<file path="config.mk">
export PLATFORM = sky130hd
export DESIGN_NAME = i2s_rx_sample
export DESIGN_NICKNAME = d
export VERILOG_FILES = /design/src/rtl/i2s_rx_sample_pkg.sv /design/src/rtl/i2s_rx_sample_sync_edge.sv /design/src/rtl/i2s_rx_sample.sv
export SDC_FILE = /design/constraint.sdc
export NUM_CORES = 1
export LEC_CHECK = 0
export ABC_AREA = 1
export CAP_MARGIN = 10
export CORE_MARGIN = 5
export CORE_UTILIZATION = 57
export CTS_BUF_LIST = sky130_fd_sc_hd__clkbuf_4
export CTS_CLUSTER_SIZE = 14
export DETAILED_ROUTE_END_ITERATION = 7
export PLACE_DENSITY = 0.9
export RECOVER_POWER = 50
export SLEW_MARGIN = 25
export SYNTH_ARGS = -nofsm -noshare
export SYNTH_HDL_FRONTEND = slang
export SYNTH_SLANG_ARGS = --single-unit
</file>
<file path="constraint.sdc">
create_clock -name clk_i -period 2.55 [get_ports clk_i]
set_clock_uncertainty 0.15 [all_clocks]
set_input_delay 0.3825 -clock clk_i [delete_from_list [all_inputs] [get_ports clk_i]]
set_output_delay 0.3825 -clock clk_i [all_outputs]
set_load 0.02 [all_outputs]
</file>
<file path="src/rtl/i2s_rx_sample_pkg.sv">
// rtl/i2s_rx_sample_pkg.sv - shared constants and state encoding for the I2S sample receiver
// Holds the channel select constants, the default sample width shared with the
// notch filter wrapper, and the receiver state encoding.
package i2s_rx_sample_pkg;

  localparam int   I2S_DATA_SIZE = 24;
  localparam logic I2S_LEFT      = 1'b0;
  localparam logic I2S_RIGHT     = 1'b1;

  typedef enum logic [1:0] {
    ST_IDLE  = 2'd0,
    ST_SKIP  = 2'd1,
    ST_SHIFT = 2'd2,
    ST_DONE  = 2'd3
  } i2s_state_e;

endpackage

</file>
<file path="src/rtl/i2s_rx_sample_sync_edge.sv">
// rtl/i2s_rx_sample_sync_edge.sv - multi-flop synchroniser with registered level and edge outputs
// Ports:
//   clk_i   system clock
//   reset_i asynchronous active-high reset
//   d_i     asynchronous input
//   level_o synchronised level, aligned with edge_o
//   edge_o  one-clk pulse on any change of the synchronised level
module i2s_rx_sample_sync_edge #(
  parameter int SYNC_STAGES = 2
) (
  input  logic clk_i,
  input  logic reset_i,
  input  logic d_i,
  output logic level_o,
  output logic edge_o
);

  logic [SYNC_STAGES-1:0] sync_q;
  logic                   level_q;
  logic                   edge_q;

  always_ff @(posedge clk_i or posedge reset_i) begin
    if (reset_i) begin
      sync_q  <= '0;
      level_q <= 1'b0;
      edge_q  <= 1'b0;
    end else begin
      sync_q  <= {sync_q[SYNC_STAGES-2:0], d_i};
      level_q <= sync_q[SYNC_STAGES-1];
      edge_q  <= sync_q[SYNC_STAGES-1] ^ level_q;
    end
  end

  // level_o is the copy that edge_o was computed against, so a rising edge is
  // simply edge_o & level_o.
  assign level_o = level_q;
  assign edge_o  = edge_q;

endmodule

</file>
<file path="src/rtl/i2s_rx_sample.sv">
// rtl/i2s_rx_sample.sv - I2S single-channel receiver feeding the notch filter sample trigger
// Ports:
//   clk_i          system clock, at least 4x bclk
//   reset_i        asynchronous active-high reset
//   bclk_i         I2S bit clock (asynchronous)
//   lrclk_i        I2S word select (asynchronous)
//   sdin_i         I2S serial data, MSB first
//   filter_done_i  one-clk pulse: filter consumed the previous sample
//   data_out_o     last complete sample, two's complement
//   sample_o       one-clk strobe, data_out_o valid from this cycle on
//   frame_err_o    one-clk pulse when a word was truncated by lrclk
//   overrun_o      sticky: a sample was issued while the filter was busy
module i2s_rx_sample
  import i2s_rx_sample_pkg::*;
#(
  parameter int   DATA_SIZE   = I2S_DATA_SIZE,
  parameter logic CHANNEL     = I2S_LEFT,
  parameter int   SYNC_STAGES = 2
) (
  input  logic                 clk_i,
  input  logic                 reset_i,
  input  logic                 bclk_i,
  input  logic                 lrclk_i,
  input  logic                 sdin_i,
  input  logic                 filter_done_i,
  output logic [DATA_SIZE-1:0] data_out_o,
  output logic                 sample_o,
  output logic                 frame_err_o,
  output logic                 overrun_o
);

  localparam int CW = $clog2(DATA_SIZE + 1);

  logic bclk_lvl, bclk_edge;
  logic lr_lvl, lr_edge;
  logic bre, lre;

  i2s_rx_sample_sync_edge #(.SYNC_STAGES(SYNC_STAGES)) u_sync_bclk (
    .clk_i   (clk_i),
    .reset_i (reset_i),
    .d_i     (bclk_i),
    .level_o (bclk_lvl),
    .edge_o  (bclk_edge)
  );

  i2s_rx_sample_sync_edge #(.SYNC_STAGES(SYNC_STAGES)) u_sync_lrclk (
    .clk_i   (clk_i),
    .reset_i (reset_i),
    .d_i     (lrclk_i),
    .level_o (lr_lvl),
    .edge_o  (lr_edge)
  );

  // sdin gets one flop more than the synchroniser depth so that it lines up
  // with bre, which is itself one registered stage behind the synchronised bclk.
  logic [SYNC_STAGES:0] sdin_q;
  logic                 sdin_s;

  always_ff @(posedge clk_i or posedge reset_i) begin
    if (reset_i) begin
      sdin_q <= '0;
    end else begin
      sdin_q <= {sdin_q[SYNC_STAGES-1:0], sdin_i};
    end
  end

  assign sdin_s = sdin_q[SYNC_STAGES];
  assign bre    = bclk_edge & bclk_lvl;
  // lrclk moves on the falling bclk edge, so its edge always lands between two
  // bre events, ahead of the delay-slot bit. Acting on it straight away lets
  // SKIP throw away exactly that one delay-slot bit.
  assign lre    = lr_edge;

  i2s_state_e           state_q, state_d;
  logic [CW-1:0]        cnt_q, cnt_d;
  logic [DATA_SIZE-1:0] shift_q, shift_d;
  logic [DATA_SIZE-1:0] data_q, data_d;
  logic                 sample_q, sample_d;
  logic                 frame_err_q, frame_err_d;
  logic                 busy_q, busy_d;
  logic                 overrun_q, overrun_d;
  logic [DATA_SIZE-1:0] shift_in;
  logic [CW-1:0]        cnt_inc;

  assign shift_in = {shift_q[DATA_SIZE-2:0], sdin_s};
  assign cnt_inc  = cnt_q + CW'(1);

  always_ff @(posedge clk_i or posedge reset_i) begin
    if (reset_i) begin
      state_q     <= ST_IDLE;
      cnt_q       <= '0;
      shift_q     <= '0;
      data_q      <= '0;
      sample_q    <= 1'b0;
      frame_err_q <= 1'b0;
      busy_q      <= 1'b0;
      overrun_q   <= 1'b0;
    end else begin
      state_q     <= state_d;
      cnt_q       <= cnt_d;
      shift_q     <= shift_d;
      data_q      <= data_d;
      sample_q    <= sample_d;
      frame_err_q <= frame_err_d;
      busy_q      <= busy_d;
      overrun_q   <= overrun_d;
    end
  end

  always_comb begin
    state_d     = state_q;
    cnt_d       = cnt_q;
    shift_d     = shift_q;
    data_d      = data_q;
    sample_d    = 1'b0;
    frame_err_d = 1'b0;

    case (state_q)
      ST_IDLE: begin
        if (lre && (lr_lvl == CHANNEL)) begin
          state_d = ST_SKIP;
        end
      end
      ST_SKIP: begin
        if (lre) begin
          if (lr_lvl != CHANNEL) begin
            state_d = ST_IDLE;
          end
        end else if (bre) begin
          state_d = ST_SHIFT;
          cnt_d   = '0;
          shift_d = '0;
        end
      end
      ST_SHIFT: begin
        // A word-select change before the word is complete wins over any bit.
        if (lre) begin
          frame_err_d = 1'b1;
          state_d     = (lr_lvl == CHANNEL) ? ST_SKIP : ST_IDLE;
        end else if (bre) begin
          shift_d = shift_in;
          cnt_d   = cnt_inc;
          if (cnt_inc == CW'(DATA_SIZE)) begin
            data_d   = shift_in;
            sample_d = 1'b1;
            state_d  = ST_DONE;
          end
        end
      end
      ST_DONE: begin
        if (lre) begin
          state_d = (lr_lvl == CHANNEL) ? ST_SKIP : ST_IDLE;
        end
      end
      default: state_d = ST_IDLE;
    endcase
  end

  // A sample colliding with filter_done still counts as an overrun: the filter
  // had not released the previous word when the new one was presented.
  always_comb begin
    busy_d    = busy_q;
    overrun_d = overrun_q;
    if (sample_q) begin
      busy_d = 1'b1;
      if (busy_q || filter_done_i) begin
        overrun_d = 1'b1;
      end
    end else if (filter_done_i) begin
      busy_d = 1'b0;
    end
  end

  assign data_out_o  = data_q;
  assign sample_o    = sample_q;
  assign frame_err_o = frame_err_q;
  assign overrun_o   = overrun_q;

endmodule

</file>
After elaboration in Yosys (flattened, before gate mapping)
Cells that the tools add are included.

word-level totals
  register bits = 69
  bits of input ports = 6
  output and inout port bits = 27
  word-level logic and storage cells = 72

cells by class
  $add $sub $neg = 1
  equal/unequal tests = 14
  multiplexer cells = 28
  bitwise operators = 5
  reductions and logical operators = 9

operators by type and width
  cell                                           count
  two-way mux 23 bit                             4
  case mux 23 bit (2 select lines)               1
  two-way mux 5 bit                              4
  two-way mux 2 bit                              8
  != test 3 x 2 -> 1 bit, second input constant  4
  != test 2 bit, second input constant           5
  case mux 5 bit (2 select lines)                1
  two-way mux 1 bit                              9
  case mux 2 bit (4 select lines)                1
  AND reduction 6 bit                            1
  adder 5 x 1 -> 5 bit, second input constant    1
  == test 5 bit, second input constant           1
  AND reduction 5 bit                            1
  == test 2 bit, second input constant           2
  AND reduction 4 bit                            1
  nonzero test 2 bit                             2
  == test 2 x 1 -> 1 bit, second input constant  1
  zero test 2 bit                                1
  != test 2 x 1 -> 1 bit, second input constant  1
  inverter 1 bit                                 2
  AND reduction 2 bit                            1
  XOR 1 bit                                      2
  bitwise AND 1 bit                              1
  logical AND 1 bit                              1
  logical OR 1 bit                               1

Logic depth before layout (Yosys ltp)
Gate-level depths: netlist (run 1).

  depth after elaboration = 6
  depth in mapped cells = 12
  depth with buffers taken out = 11

Cells and area by module
A second synthesis (run 1) with hierarchy kept.

second synthesis, totals
  cell total of the unflattened synthesis = 284
  area total of the unflattened synthesis = 2755.1 µm²

by module, submodules not included
  module                   instances  cells an instance  area each (µm²)  sequential area each (µm²)
  i2s_rx_sample            1          264                2509.9           1526.5
  i2s_rx_sample_sync_edge  2          10                 122.6            100.1

Worst setup path after synthesis (run 1)
No wires, ideal clock.

  path type = register to register
  start = register cnt_q[0]
  end = register data_q[1], in the netlist data_out_o[1]
  setup time = 0.121 ns
  data arrival time = 1.438 ns
  required time = 2.279 ns
  setup slack = 0.841 ns
  stages on the path, launching flop included = 12
  buffers on the path = 2
  period minus slack after synthesis = 1.709 ns
  path through = dfrtp_1 ha_1 nand2_1 nand2_1 nor2_2 inv_1 nor2_2 nand2_2 buf_6 buf_6 nand2_1 o21ai_1

between the ends
  cells in the longest elaborated chain, start to end = 3

ends and longest elaborated chain
  element                        line                  text
  start, declared                i2s_rx_sample.sv:75   logic [CW-1:0] cnt_q, cnt_d;
  start signal, assigned         i2s_rx_sample.sv:100  cnt_q <= cnt_d;
  adder 5 x 1 -> 5 bit           i2s_rx_sample.sv:86   assign cnt_inc = cnt_q + CW'(1);
  == test 5 bit                  i2s_rx_sample.sv:143  if (cnt_inc == CW'(DATA_SIZE)) begin
  AND reduction 4 bit (no line)  -
  end signal, assigned           i2s_rx_sample.sv:102  data_q <= data_d;
  end, declared                  i2s_rx_sample.sv:77   logic [DATA_SIZE-1:0] data_q, data_d;

No other way between the ends.
A chain may end at the register's enable or synchronous reset.

Final worst setup path (run 1)
  start = register cnt_q[0]
  end = register data_q[5], in the netlist data_out_o[5]

Same word-level chain as after synthesis.

==> flow_summary_export.csv, run 1 <==
group,metric,value,unit
run_status,status,"completed",
finish,area_growth,18.3,%
global_routing,grtUsageTotal,17.2,%
global_routing,grt_pass1_wl,8090,um
pwr,peakVddDrop,0.473,mV
clocking,htree_num_levels,3,
drt,final_antenna_net_count,0,
clocking,clockRootBuffer,"clkbuf_4",
worst_setup_path,path_cells,"ha_1 > inv_1 > nand2_1 > nand2_1 > nor2_2 > inv_1 > nor2_2 > nand2_2 > buf_4 > nand2_1 > o21ai_1",
worst_setup_path,crit_slowest_cell,"dfrtp_1",
synthesis,synth_top_area_share,65.2,%
worst_setup_path,endpoint_kind,"flop",
worst_hold_path,min-delay-path-class,"flop to flop",
global_routing,grt_max_degree,33,
floorplan,coreArea,0.00441,sq mm
placed_design,port_buffers,32,
placed_design,postPlaceCellArea,0.00302,sq mm
placed_design,hpwl,3370,um
global_routing,overflow,0,
clocking,post_cts_resized,0,
clocking,clk_pin_slew_worst_paths,100,ps
worst_setup_path,path_class,"flop to flop",
floorplan,row_count,24,
worst_setup_path,cp.required,2670,ps
pwr,powerDensity,671,mW/mm^2
floorplan,ios,33,
synthesis,synth_warnings,0,
pwr,p_leak,1.45,nW
finish,mostFrequentLayoutCells,"dfrtp_1, nand2_1, inv_1",
floorplan,die-area,0.00611,sq mm
synthesis,yosysSeqAreaShare,65.2,%
clocking,clock_path_buffers,2,
clocking,cts_buffers,9,
sta,drv_slew,0,
synthesis,synth.cell_area,0.00265,sq mm
finish,insertedDiodeCount,0,
sta,post-route-period-util,83.7,%
synthesis,synth_area_leader_cell,"dfrtp_1",
sta,slew_headroom,37.3,%
synthesis,syn_nets,264,
worst_setup_path,slowest_delay,430,ps
worst_setup_path,critPathMostFrequentCell,"nand2_1",
finish,drive_gt1_share,11.1,%
synthesis,synth.area.top_cells,"dfrtp_1, nand2_1, inv_1, o22ai_1, o21ai_1",
drt,drt-total-wl,4820,um
drt,initialDrtViolationCount,131,
drt,viasPerCell,5.32,
sta,finalSetupViolCount,0,
clocking,cts_hold_buffers,0,
drt,drc_errors,0,
placed_design,dp.cells,335,
sta,tns,0,ps
finish,nets,302,
sta,max_freq,468,MHz
drt,drtPass1Iterations,7,
finish,layoutNonFillerInstCount,350,
global_routing,antenna_found_initial,0,
pwr,power.total,2.10,mW
clocking,post_cts_buffers,0,
global_routing,first_global_vias,1793,
placed_design,gp_congestion,0.870,
sta,rsz0062_at_grt,"no",
synthesis,syn_avg_cell_area,10.3,sq um
run,maxCapViolCount,0,
synthesis,postSynthCellCount,256,
sta,finalHoldViolations,0,
floorplan,die_y,78.1,um
worst_setup_path,cp_max_fo,30,
floorplan,start_util,59.9,%
clocking,cts.sinks,69,
worst_setup_path,cp-start-kind,"flop",
sta,min_period,2140,ps
synthesis,yosysUniqueCellTypes,22,
synthesis,synth-seq-cells,69,
drt,wl_per_cell,13.8,um
floorplan,die_w,78.1,um
drt,vias,1862,
worst_setup_path,cp.arrival,2260,ps
clocking,cts_tree,"done",
sta,tightest_slew,940,ps
clocking,clk-insertion-delay-late,400,ps
finish,final_common_cell,"dfrtp_1",
finish,design_area,0.00313,sq mm
[kinds of logic after synthesis]
logic type	share of synthesized area [%]
AO/OA/AOI/OAI	12.6
AND/OR/NAND/NOR	12.2
flip-flops	65.2
buffers and inverters	8.42
adder cells (fa/ha/maj)	0.945
XOR/XNOR	0.662
[critical path: cells and delay by family (launching register included)]
| family | cells | cell delay (ps) |
|---|---|---|
| DFF | 1 | 430 |
| AOI/OAI and AO/OA | 1 | 70 |
| adders and majority gates | 1 | 240 |
| buffers and inverters | 3 | 440 |
| and+or+nand+nor | 6 | 670 |
[through the flow]
stage / hold slack [ps] / setup slack, ps / util (%)
after floorplan: 181 / 278 / -
after global placement: 183 / 569 / 68.3
after detailed placement: 186 / 455 / 68.3
after CTS: 208 / 416 / 71.3
after global routing: 221 / 246 / 70.9
final: 201 / 415 / 70.9
[per-layer routing]
layer | wire (um) | part of all wire (%) | track usage (%)
met4 | 129 | 2.7 | 10.3
met2 | 2380 | 49 | 26.8
met5 | 0 | 0 | 0
met3 | 263 | 5.5 | 4.00
met1 | 2050 | 43 | 21.8
[cell type report]
cell class,count,area (sq um)
repair buffers,37,353
multi-input cells,136,699
inverters,41,154
well taps,52,65.1
clock buffers,13,97.6
flip-flops and latches,69,1730
clock inverters,2,35.0
fillers,310,1280
[final timing paths]
kind / start / to / slack (ps) / cells past startpoint
worst max-delay path: cnt_q[0]$_DFFE_PP0P_ / data_out_o[5]$_DFFE_PP0P_ / 410 / 11
worst min-delay path: sdin_q[0]$_DFF_PP0_ / sdin_q[1]$_DFF_PP0_ / 200 / 0
worst max register to register: cnt_q[0]$_DFFE_PP0P_ / data_out_o[5]$_DFFE_PP0P_ / 410 / 11
worst min register to register: sdin_q[0]$_DFF_PP0_ / sdin_q[1]$_DFF_PP0_ / 200 / 0
max in group asynchronous: reset_i / u_sync_lrclk.edge_o$_DFF_PP0_ / 630 / 3
min in group asynchronous: reset_i / data_out_o[16]$_DFFE_PP0P_ / 500 / 2
[report_power, final]
part	switching (mW)	total (mW)	internal, mW
Combinational	0.159	0.237	0.0779
Clock	0.337	0.675	0.338
Sequential	0.0482	1.19	1.14
Total	0.544	2.10	1.55
[state kept, by name, summed over array words and instances (netlist names)]
signal	cells
u_sync_bclk.sync_q	2
u_sync_bclk.level_o	1
shift_q	23
cnt_q	5
busy_q	1
u_sync_lrclk.level_o	1
state_q	2
sample_o	1
u_sync_lrclk.sync_q	2
u_sync_lrclk.edge_o	1
u_sync_bclk.edge_o	1
overrun_o	1
data_out_o	24
sdin_q	3
frame_err_o	1
[synth_stat cells, drive strengths merged]
| cell | number |
|---|---|
| a21oi | 3 |
| buf | 9 |
| clkbuf | 1 |
| dfrtp | 69 |
| ha | 2 |
| inv | 41 |
| nand2 | 52 |
| nand3 | 14 |
| nand4 | 2 |
| nor2 | 7 |
| o21ai | 33 |
| o21bai | 2 |
| o22ai | 19 |
| xor2 | 2 |
Note: power is estimated with default switching activity, not from simulation.
==> run 2, diff against run 1 <==
==> constraint.sdc (replaced) <==
create_clock -name clk_i -period 2.1 [get_ports clk_i]
set_clock_uncertainty 0.15 [all_clocks]
set_input_delay 0.315 -clock clk_i [delete_from_list [all_inputs] [get_ports clk_i]]
set_output_delay 0.315 -clock clk_i [all_outputs]
set_load 0.02 [all_outputs]
==> run 2 against run 1 <==
Combinational power rose by 22%. Count of clock-buffer cells in the layout fell by 4. Power rose by 27%. Final area rose by 0.92%. Flip-flop and latch count did not move. Wire length fell by 2.8%. Non-clock buffer count fell by 1. Clock power rose by 39%. Sequential power rose by 21%. First-iteration DRC count rose by 9.2%. Critical path type unchanged.
==> flow_summary_export.csv, run 2 (synthesized netlist as in run 1, its figures left out) <==
group,metric,value,unit
drt,drtPass1Iterations,4,
sta,tightest_slew,883,ps
worst_setup_path,r2r-start,"cnt_q[0]$_DFFE_PP0P_",
placed_design,port_buffers,32,
drt,vias,1866,
sta,drv_slew,0,
floorplan,ios,33,
pwr,p_leak,1.45,nW
worst_hold_path,min-delay-start,"u_sync_lrclk.sync_q[0]$_DFF_PP0_",
worst_setup_path,cp.required,2260,ps
sta,finalSetupViolCount,0,
sta,max_freq,529,MHz
worst_hold_path,min-delay-path-class,"flop to flop",
finish,insertedDiodeCount,0,
pwr,p_comb_share,10.8,%
worst_setup_path,endpoint_kind,"flop",
placed_design,gp_congestion,0.844,
finish,final_common_cell,"dfrtp_1",
sta,finalHoldViolations,0,
worst_setup_path,path_class,"flop to flop",
worst_setup_path,r2r_cells,12,
finish,fill_cells,292,
clocking,clock_path_buffers,2,
pwr,powerDensity,844,mW/mm^2
sta,post-route-period-util,90.1,%
clocking,htree_num_levels,3,
drt,viasPerCell,5.33,
clocking,clockRootBuffer,"clkbuf_4",
floorplan,row_count,24,
clocking,post_cts_buffers,0,
global_routing,antenna_found_initial,0,
finish,design_area,0.00316,sq mm
floorplan,coreArea,0.00441,sq mm
pwr,sequentialPowerShare,54.1,%
sta,hold_slack,213,ps
finish,regArea,0.00173,sq mm
clocking,cts_tree,"done",
clocking,clk_pin_slew_worst_paths,110,ps
global_routing,first_global_vias,1867,
placed_design,hpwl,3150,um
clocking,clk-insertion-delay-late,410,ps
floorplan,die_y,78.1,um
placed_design,postPlaceCellArea,0.00301,sq mm
sta,slew_headroom,41.1,%
floorplan,die_w,78.1,um
worst_setup_path,cp_max_fo,48,
finish,mostFrequentLayoutCells,"dfrtp_1, nand2_1, inv_1",
worst_setup_path,cp-startpoint,"cnt_q[0]$_DFFE_PP0P_",
worst_setup_path,cp.arrival,2050,ps
global_routing,overflow,0,
run_status,status,"completed",
run,maxCapViolCount,0,
drt,initialDrtViolationCount,143,
worst_setup_path,cp-start-kind,"flop",
floorplan,start_util,59.9,%
worst_setup_path,path_cells,"ha_1 > inv_1 > nand2_1 > nand2_1 > nor2_2 > inv_1 > nor2_2 > nand2_2 > buf_6 > inv_1 > nand2_1 > nand2_1",
clocking,cts.sinks,69,
clocking,cts_buffers,9,
worst_setup_path,slowest_delay,450,ps
worst_setup_path,crit_slowest_cell,"dfrtp_1",
sta,tns,0,ps
pwr,pwr-share-clk,35.1,%
finish,multi_input_area,699,sq um
worst_setup_path,critPathMostFrequentCell,"nand2_1",
global_routing,grt_max_degree,70,
pwr,p_switching,710,uW
sta,min_period,1890,ps
finish,nets,301,
finish,largest_reg_flops,24,
global_routing,grtUsageTotal,17.2,%
finish,area_growth,19.4,%
pwr,internal_power,1.96,mW
pwr,peakVddDrop,0.762,mV
global_routing,grt_pass1_wl,8340,um
drt,wl_per_cell,13.4,um
pwr,p_sw_share,26.6,%
sta,rsz0062_at_grt,"no",
floorplan,die-area,0.00611,sq mm
drt,drt-total-wl,4680,um
worst_hold_path,hold_depth,0,
drt,final_antenna_net_count,0,
drt,drc_errors,0,
finish,drive_gt1_share,10.7,%
run 2: changes by cell type in the layout (fill, tap and decap cells not counted), sizes merged:
cell,delta
clkbuf,-5
clkinv,+2
clkinvlp,+2
bufinv,+1
clkdlybuf4s50,+1
dlygate4sd3,-1
run 2: worst max-delay path: cells and delay by family, from the launching register on:
| family | cells | cell delay (ps) |
|---|---|---|
| buffers and inverters | 4 | 520 |
| AND/OR/NAND/NOR | 7 | 400 |
| flip-flops | 1 | 450 |
| adder cells (fa/ha/maj) | 1 | 270 |
run 2: metrics by stage:
step / util (%) / setup WS (ps) / cells / power [mW]
floorplan: - / 391 / 256 / 1.68
finish: 71.6 / 208 / 350 / 2.67
CTS: 71.8 / 105 / 350 / 2.69
global placement: 68.2 / 221 / 334 / 1.74
global route: 71.6 / 41.5 / 350 / 2.81
detailed placement: 68.2 / 129 / 334 / 1.76
run 2: final cells by class:
| type | instances | share of cell area, % |
|---|---|---|
| inverters | 41 | 4.99 |
| repair buffers | 36 | 11.2 |
| well taps | 52 | 2.06 |
| flip-flops and latches | 69 | 54.7 |
| clock inverters | 7 | 2.81 |
| clock buffers | 9 | 2.14 |
| multi-input cells | 136 | 22.1 |
run 2: path summary, 6_finish.rpt:
| check | end | slack [ps] |
|---|---|---|
| max in group asynchronous | u_sync_bclk.edge_o$_DFF_PP0_ | 690 |
| min in group asynchronous | u_sync_bclk.sync_q[0]$_DFF_PP0_ | 540 |
| worst max-delay path | data_out_o[0]$_DFFE_PP0P_ | 210 |
| worst max register to register | data_out_o[0]$_DFFE_PP0P_ | 210 |
| worst min-delay path | u_sync_lrclk.sync_q[1]$_DFF_PP0_ | 210 |
| worst min register to register | u_sync_lrclk.sync_q[1]$_DFF_PP0_ | 210 |
run 2: power by group through the flow:
stage                     logic [mW]  clock network, mW  registers [mW]
after global routing           0.346               1.02            1.45
after global placement         0.278                  0            1.46
after floorplan                0.219                  0            1.46
final                          0.289              0.935            1.44
after CTS                      0.296              0.953            1.44
after detailed placement       0.296                  0            1.47
run 2: what timing repair did:
| item | 4_1_cts | 5_1_grt |
|---|---|---|
| hold buffers | 0 | 0 |
| endpoints found under the hold margin | 0 | 0 |
| setup endpoints to repair | 0 | 5 |
| gates resized for setup | 0 | 1 |
run 2: metal layers:
metal  up-vias  global-route usage [%]  routed length (um)  part of all wire [%]
li1        898                       -                   -                     -
met1       892                    22.0                1970                    42
met2        66                    26.6                2280                    49
met3        10                    3.78                 295                   6.3
met4         0                    11.0                 134                   2.9
met5         -                       0                   0                     0
==> run 3, diff against run 2 <==
--- a/config.mk
+++ b/config.mk
@@ -5,7 +5,6 @@
 export SDC_FILE = /design/constraint.sdc
 export NUM_CORES = 1
 export LEC_CHECK = 0
-export ABC_AREA = 1
 export CAP_MARGIN = 10
 export CORE_MARGIN = 5
 export CORE_UTILIZATION = 57
==> run 3 against run 2 <==
Die area rose by 0.67%. Worst hold slack worse by 5.9 ps. Power decreased by 20%. Clock power down 29%. Global-route usage fell by 1.4 points. Core utilization about the same. Flip-flop and latch count did not move. Synthesized area increased by 0.76%. Critical endpoint is now data_out_o[14]$_DFFE_PP0P_. Largest power group unchanged. Highest routed layer unchanged.
==> flow_summary_export.csv, run 3 <==
group,metric,value,unit
worst_setup_path,slowest_delay,360,ps
finish,mostFrequentLayoutCells,"dfrtp_1, clkdlybuf4s50_1, a22o_1",
finish,insertedDiodeCount,0,
global_routing,first_global_vias,1542,
placed_design,port_buffers,32,
worst_setup_path,crit_buf_inv,1,
drt,wl_per_cell,15.3,um
worst_setup_path,path_class,"flop to flop",
worst_setup_path,crit_slowest_cell,"dfrtp_1",
pwr,powerDensity,673,mW/mm^2
global_routing,grtUsageTotal,15.8,%
worst_setup_path,r2r_cells,6,
placed_design,hpwl,2820,um
synthesis,synth.area.top_cells,"dfrtp_1, mux2_4, a22o_1, mux2_2, nand2_1",
sta,max_freq,514,MHz
synthesis,synth_area_leader_cell,"dfrtp_1",
worst_setup_path,endpoint_kind,"flop",
placed_design,dp.cells,260,
clocking,htree_num_levels,3,
sta,finalHoldViolations,0,
synthesis,synth-seq-cells,69,
drt,vias,1522,
worst_setup_path,cp-start-kind,"flop",
synthesis,synth_warnings,0,
sta,drv_slew,0,
clocking,cts_buffers,9,
run,maxCapViolCount,0,
synthesis,yosys.cell_count.top_type,"dfrtp_1",
global_routing,overflow,0,
finish,final_common_cell,"dfrtp_1",
clocking,clock_path_buffers,2,
synthesis,synth.cell_area,0.00267,sq mm
floorplan,coreArea,0.00444,sq mm
global_routing,antenna_found_initial,0,
drt,initialDrtViolationCount,135,
clocking,clk_pin_slew_worst_paths,90,ps
drt,drt-total-wl,4200,um
worst_setup_path,cp.depth,6,
synthesis,synth_top_cells_by_count,"dfrtp_1, a22o_1, mux2_4",
clocking,clockRootBuffer,"clkbuf_4",
floorplan,die_y,78.4,um
sta,slew_headroom,42.1,%
worst_hold_path,min-delay-path-class,"flop to flop",
synthesis,yosysSeqAreaShare,64.8,%
drt,final_antenna_net_count,0,
sta,tightest_slew,869,ps
synthesis,yosysUniqueCellTypes,33,
worst_setup_path,cp.arrival,2080,ps
synthesis,synth_flop_cell,"dfrtp_1",
finish,nets,227,
floorplan,die_w,78.4,um
synthesis,syn_avg_cell_area,15.1,sq um
clocking,post_cts_buffers,0,
finish,area_growth,19.3,%
pwr,p_leak,1.57,nW
global_routing,grt_pass1_wl,7420,um
clocking,clk-insertion-delay-late,400,ps
worst_setup_path,cp_max_fo,24,
finish,fill_cells,298,
drt,viasPerCell,5.55,
worst_setup_path,cp.required,2240,ps
floorplan,die-area,0.00615,sq mm
clocking,cts_tree,"done",
worst_setup_path,path_delay_family,"flip-flops",
finish,layoutNonFillerInstCount,274,
placed_design,gp_congestion,0.806,
synthesis,syn_nets,184,
synthesis,postSynthCellCount,176,
sta,rsz0062_at_grt,"no",
worst_hold_path,hold_depth,0,
pwr,peakVddDrop,0.447,mV
clocking,cts_hold_buffers,0,
finish,design_area,0.00318,sq mm
global_routing,grt_max_degree,70,
floorplan,row_count,24,
clocking,cts.sinks,69,
sta,post-route-period-util,92.7,%
sta,tns,0,ps
sta,min_period,1950,ps
clocking,post_cts_resized,0,
finish,largest_reg_flops,24,
drt,drtPass1Iterations,4,
floorplan,ios,33,
floorplan,start_util,60.0,%
worst_setup_path,path_cells,"ha_1 > nand3_1 > xnor2_1 > o2111ai_4 > buf_12 > mux2_4",
sta,finalSetupViolCount,0,
finish,drive_gt1_share,23.4,%
run_status,status,"completed",
synthesis,synthArstFlopShare,100,%
placed_design,postPlaceCellArea,0.00310,sq mm
synthesis,synth_top_area_share,64.8,%
synthesis,synth_edf_count,0,
drt,drc_errors,0,
run 3: per-layer routing:
metal	wire length, um	track usage, %	up-vias
li1	-	-	719
met1	2050	21.3	760
met2	1850	22.7	32
met3	181	5.49	11
met4	106	8.39	0
met5	0	0	-
run 3: path summary, 6_finish.rpt:
check,endpoint,startpoint,slack (ps)
worst min register to register,sdin_q[2]$_DFF_PP0_,sdin_q[1]$_DFF_PP0_,210
worst max register to register,data_out_o[14]$_DFFE_PP0P_,cnt_q[0]$_DFFE_PP0P_,150
min in group asynchronous,u_sync_bclk.sync_q[0]$_DFF_PP0_,reset_i,560
worst min-delay path,sdin_q[2]$_DFF_PP0_,sdin_q[1]$_DFF_PP0_,210
worst max-delay path,data_out_o[14]$_DFFE_PP0P_,cnt_q[0]$_DFFE_PP0P_,150
max in group asynchronous,data_out_o[0]$_DFFE_PP0P_,reset_i,690
run 3: worst register-to-register path: stages, from the launching register on:
cell and delay, ps:
dfrtp_1 360, ha_1 220, nand3_1 110, xnor2_1 290
o2111ai_4 180, buf_12 210, mux2_4 320
run 3: metrics by stage:
stage / setup slack, ps / power, mW / hold slack, ps / utilization (%)
2_1_floorplan: 35.9 / 1.47 / 181 / -
3_5_place_dp: 151 / 1.51 / 186 / 69.7
4_1_cts: 133 / 2.18 / 172 / 71.8
6_report: 154 / 2.14 / 208 / 71.6
3_3_place_gp: 206 / 1.51 / 184 / 69.7
5_1_grt: 38.7 / 2.26 / 225 / 71.6
run 3: report_power, final:
group	total, mW	switching, mW	internal (mW)	leakage [nW]
Combinational	0.103	0.0627	0.0400	0.572
Clock	0.660	0.408	0.252	0.0623
Sequential	1.38	0.0236	1.35	0.935
Total	2.14	0.494	1.65	1.57
run 3: kinds of logic after synthesis:
group	Yosys count	share of synthesized area (%)
compound gates	37	11.7
mux	26	13.7
flops	69	64.8
xor+xnor	5	1.64
simple gates	26	5.07
buf+inv	11	2.11
fa+ha+maj	2	0.938
run 3: cell type report:
type	instances	area, sq um	area share [%]
Clock buffer	11	82.6	2.60
Tap cell	52	65.1	2.05
Timing Repair Buffer	40	393	12.4
Inverter	3	15.0	0.472
Multi-Input combinational cell	96	883	27.8
Clock inverter	3	15.0	0.472
Sequential cell	69	1730	54.3
==> variant 1: new RTL, settings of run 1 <==
`I2S_DATA_SIZE`: 24 -> 12.
--- a/src/rtl/i2s_rx_sample_pkg.sv
+++ b/src/rtl/i2s_rx_sample_pkg.sv
@@ -5,3 +5,3 @@
 
-  localparam int   I2S_DATA_SIZE = 24;
+  localparam int   I2S_DATA_SIZE = 12;
   localparam logic I2S_LEFT      = 1'b0;
Ports: changed (resized data_out_o); port bits go from 33 to 21. The function was not compared with the original's and may differ.
==> variant 1 against run 1 <==
Hold slack gained 0.013 ns; power shrank 32%; maximum frequency rose by 9.6%; synthesized area down 32%; via count is 32% lower; setup slack improved by 0.19 ns; design area decreased by 33%; routed wire length shrank 35%; sequential cell count is 25 lower; sequential power fell by 34%; critical path type unchanged.
==> variant 1: results (changes against run 1) <==
stage,metric,value,unit,change
power,Clk. pwr,0.427,mW,-37%
power,Power Sequential,0.786,mW,-34%
routing,Iter 0 DRT Violations,75,,-43%
finish,FILL cells,252,,-19%
outcome,run status,"finished, final reports clean",,
power,sequential share of power,54.9,%,-1.7 points
grt,initial antenna violation count,0,,unchanged
placement,GP Congestion,0.892,,+2.5%
worst_setup_path,arrival time at the worst endpoint,2.11,ns,-0.15 ns
logic_synthesis,syn nets,190,,-28%
cts,# H-tree levels,2,,-1
logic_synthesis,most common library cells after synthesis,"dfrtp_1 (44), nand2_1 (43), inv_1 (21)",,
placement,DPL Wire Length,2180,microns,-35%
finish,nets@finish,213,,-29%
routing,total iterations of the first detailed-routing run,5,,-2
placement,pre-CTS setup slack,0.644,ns,+0.189 ns
cts,clock slew at reported path FFs,0.13,ns,+0.03 ns
grt,total track usage,17.6,%,+0.43 points
sta,Least-Margin Pin Slew,1.03,ns,+0.0874 ns
cts,CTS buffer count,5,,-4
logic_synthesis,sequential fraction of the synthesis area,61.2,%,-4.1 points
placement,dpl cell area,2020,sq um,-33%
worst_setup_path,crit-path max cell delay,0.45,ns,+0.02 ns
sta,fmax,513,MHz,+9.6%
placement,# placed instances,242,,-28%
worst_setup_path,Reg2Reg Depth,8,,-3
routing,via count,1263,,-32%
power,Max VDD drop,0.487,mV,+3.0%
worst_setup_path,crit-path leading delay family,simple AND/OR/NAND/NOR gates,,
routing,WL final,3120,microns,-35%
grt,vias in the first global route,1231,,-31%
power,Leak,1.00,nW,-31%
finish,max reg flops,12,,-50%
finish,fin cells,250,,-29%
grt,largest net degree at the start of global routing,45,,+36%
placement,PortBufs,20,,-38%
logic_synthesis,Synth Area per Inst,9.89,sq um,-4.4%
hold_path,Hold Crit Start,u_sync_bclk.sync_q[0],,
worst_setup_path,r2r endpoint,data_out_o[7],,
power,internal power,1.02,mW,-35%
worst_setup_path,R2R Setup Slk,0.60,ns,+0.19 ns
cts,clock latency on the worst-skew pair,0.36,ns,-0.04 ns
finish,proportion of layout cells with a drive suffix above 1,8.25,%,-2.8 points
worst_setup_path,CP Max Fanout,14,,-53%
grt,first-pass GRT wire length,5690,microns,-30%
hold_path,Hold EP,u_sync_bclk.sync_q[1],,
==> variant 1: logic make-up (layout without fill, tap and decap cells) <==
logic type | Yosys count | after routing | share of synthesized area [%]
flops | 44 | 44 | 61.2
xor+xnor | 2 | 2 | 0.974
compound gates | 31 | 31 | 8.97
buf+inv | 30 | 54 | 7.86
simple gates | 72 | 72 | 19.1
fa+ha+maj | 2 | 2 | 1.39
mux | 1 | 1 | 0.556
==> variant 1: layout make-up <==
cell class / instances / area, sq um / area share [%]
flip-flops and latches: 44 / 1100 / 52.5
multi-input cells: 108 / 557 / 26.6
repair buffers: 22 / 213 / 10.1
inverters: 24 / 90.1 / 4.30
well taps: 44 / 55.1 / 2.63
clock inverters: 3 / 42.5 / 2.03
clock buffers: 5 / 37.5 / 1.79
==> variant 1: routing by layer <==
metal	global-route usage, %	wire length, microns	part of all wire [%]
met1	23.3	1470	47
met2	26.8	1430	46
met3	6.12	165	5.3
met4	6.35	48	1.5
met5	0	0	0
==> variant 2: new RTL, settings of run 1 <==
Made on the original files. Make the reset (`reset_i`) synchronous in 3 clocked blocks. Comments in the files are not updated.
--- a/src/rtl/i2s_rx_sample_sync_edge.sv
+++ b/src/rtl/i2s_rx_sample_sync_edge.sv
@@ -21,3 +21,3 @@
 
-  always_ff @(posedge clk_i or posedge reset_i) begin
+  always_ff @(posedge clk_i) begin
     if (reset_i) begin
--- a/src/rtl/i2s_rx_sample.sv
+++ b/src/rtl/i2s_rx_sample.sv
@@ -58,3 +58,3 @@
 
-  always_ff @(posedge clk_i or posedge reset_i) begin
+  always_ff @(posedge clk_i) begin
     if (reset_i) begin
@@ -87,3 +87,3 @@
 
-  always_ff @(posedge clk_i or posedge reset_i) begin
+  always_ff @(posedge clk_i) begin
     if (reset_i) begin
Function: differs if reset_i is asserted again (counterexample within 10 cycles, from zero or initial values and one cycle with reset_i high); with reset_i held inactive, the same outputs for 10 cycles.
==> variant 2 against run 1 <==
Global-route usage grew 0.78 points; power is 7.6% lower; routed wire length rose by 4.5%; design area did not move; setup slack improved by 0.12 ns; synthesized area grew 2.4%; clock power is 13% lower; sequential cell count stayed put.
==> variant 2: results (changes against run 1) <==
stage,metric,value,unit,change
outcome,run status,"finished, final reports clean",,
hold_path,Hold Path Depth,2,,+2
logic_synthesis,area share of fa/ha/maj cells after synthesis,0.462,%,-0.48 points
grt,largest net degree at the start of global routing,32,,-3.0%
routing,total iterations of the first detailed-routing run,4,,-3
hold_path,Hold EP,sdin_q[2],,
worst_setup_path,r2r endpoint,data_out_o[11],,
finish,Seq/total area,44.1,%,-11 points
finish,proportion of layout cells with a drive suffix above 1,6.34,%,-4.7 points
worst_setup_path,Reg2Reg Depth,9,,-2
placement,DPL Wire Length,3210,microns,-4.7%
sta,fin. max-slew vios,0,,unchanged
power,Leak,1.44,nW,-0.60%
worst_setup_path,crit-path max cell delay,0.38,ns,-0.05 ns
grt,first-pass GRT wire length,8840,microns,+9.2%
finish,FILL cells,394,,+27%
grt,total track usage,18.0,%,+0.78 points
finish,nets@finish,412,,+36%
grt,vias in the first global route,2113,,+18%
routing,Iter 0 DRT Violations,150,,+15%
finish,footprint of the multi-input gates,1030,sq um,+48%
power,Max VDD drop,0.354,mV,-25%
sta,worst hold slack,0.261,ns,+0.0600 ns
finish,inverters,47,,+15%
worst_setup_path,arrival time at the worst endpoint,2.20,ns,-0.06 ns
placement,pre-CTS setup slack,0.826,ns,+0.372 ns
logic_synthesis,xor and xnor area share after synthesis,0.646,%,-0.016 points
placement,GP Congestion,0.809,,-7.1%
worst_setup_path,CP Max Fanout,31,,+3.3%
placement,dpl cell area,3030,sq um,+0.54%
logic_synthesis,most common library cells after synthesis,"nand2_1 (95), dfxtp_1 (69), nor2_1 (68)",,
worst_setup_path,crit-path leading delay family,simple AND/OR/NAND/NOR gates,,
logic_synthesis,Synth Area in Compound Gates,6.83,%,-5.7 points
worst_setup_path,R2R Setup Slk,0.54,ns,+0.12 ns
logic_synthesis,sequential fraction of the synthesis area,51.0,%,-14 points
finish,clk_buf instances,13,,unchanged
hold_path,Hold Crit Start,sdin_q[1],,
finish,Clock Network Area Fraction,3.52,%,-0.72 points
logic_synthesis,syn nets,383,,+45%
worst_setup_path,critical path startpoint,state_q[1],,
logic_synthesis,"Top FF cell, synth",dfxtp_1,,
worst_setup_path,"Slowest-stage cell, CP",dfxtp_1,,
logic_synthesis,Synth area leaders,"dfxtp_1 (51%), nand2_1 (13%), nor2_1 (9.4%), inv_1 (5.8%), a21oi_1 (5.4%)",,
floorplan,Core ar.,4660,sq um,+5.6%
logic_synthesis,top cell type's share of synthesized area,51.0,%,-14 points
routing,via count,2278,,+22%
sta,Least-Margin Pin Slew,0.780,ns,-0.161 ns
logic_synthesis,Yosys cell types,24,,+9.1%
cts,setup bufs post-CTS,0,,unchanged
finish,comb_multi_in,240,,+76%
finish,nonclk buf count,38,,+2.7%
logic_synthesis,"Async S/R FF share, synth",0,%,-100 points
cts,clk buf depth,2,,unchanged
finish,NonClk Buf Share,11.5,%,+0.20 points
cts,CTS tree,yes,,
routing,WL final,5030,microns,+4.5%
==> variant 2: cell count changes after synthesis, moves of 3 or more <==
cell             run 1  this run
o22ai_1             19         0
dfxtp_1              0        69
a21oi_1              2        29
o21ai_0             13         6
o21ai_2              4         0
o21ai_1             16         0
clkbuf_1             0         9
inv_1               39        42
nand3_1             14        28
nor2_1               4        68
buf_4                0         4
nand2_1             50        95
dfrtp_1             69         0
==> variant 2: routing by layer <==
metal / vias to the layer above / wire [microns] / track usage [%]
li1: 1209 / - / -
met1: 1002 / 2280 / 20.8
met2: 55 / 2410 / 30.3
met3: 12 / 231 / 3.74
met4: 0 / 119 / 11.2
met5: - / 0 / 0
==> variant 2: how the worst max path moves through the flow <==
stage	end	slack [ns]	cells past startpoint
finish	data_out_o[11]	0.54	9
global route	data_out_o[11]	0.29	10
CTS	data_out_o[20]	0.61	1
detailed placement	data_out_o[21]	0.83	10
global placement	data_out_o[22]	0.88	9
floorplan	data_out_o[19]	0.98	9
==> variant 2: cell families (layout without fill, tap and decap cells) <==
kind of cell	count (synthesis)	in the layout
adder cells (fa/ha/maj)	1	1
AND/OR/NAND/NOR	201	201
XOR/XNOR	2	2
AO/OA/AOI/OAI	36	36
buffers and inverters	67	101
flip-flops	69	69
==> variant 2: report_power, final <==
group          total, mW  switching [mW]  internal (mW)
Clock              0.584           0.346          0.238
Combinational      0.243           0.178         0.0653
Sequential          1.11          0.0138           1.10
==> variant 2: per-stage QoR <==
stage	util, %	cells
4_1_cts	67.4	464
6_report	67.2	464
5_1_grt	67.2	464
2_1_floorplan	-	376
3_5_place_dp	65.0	448
3_3_place_gp	65.0	448
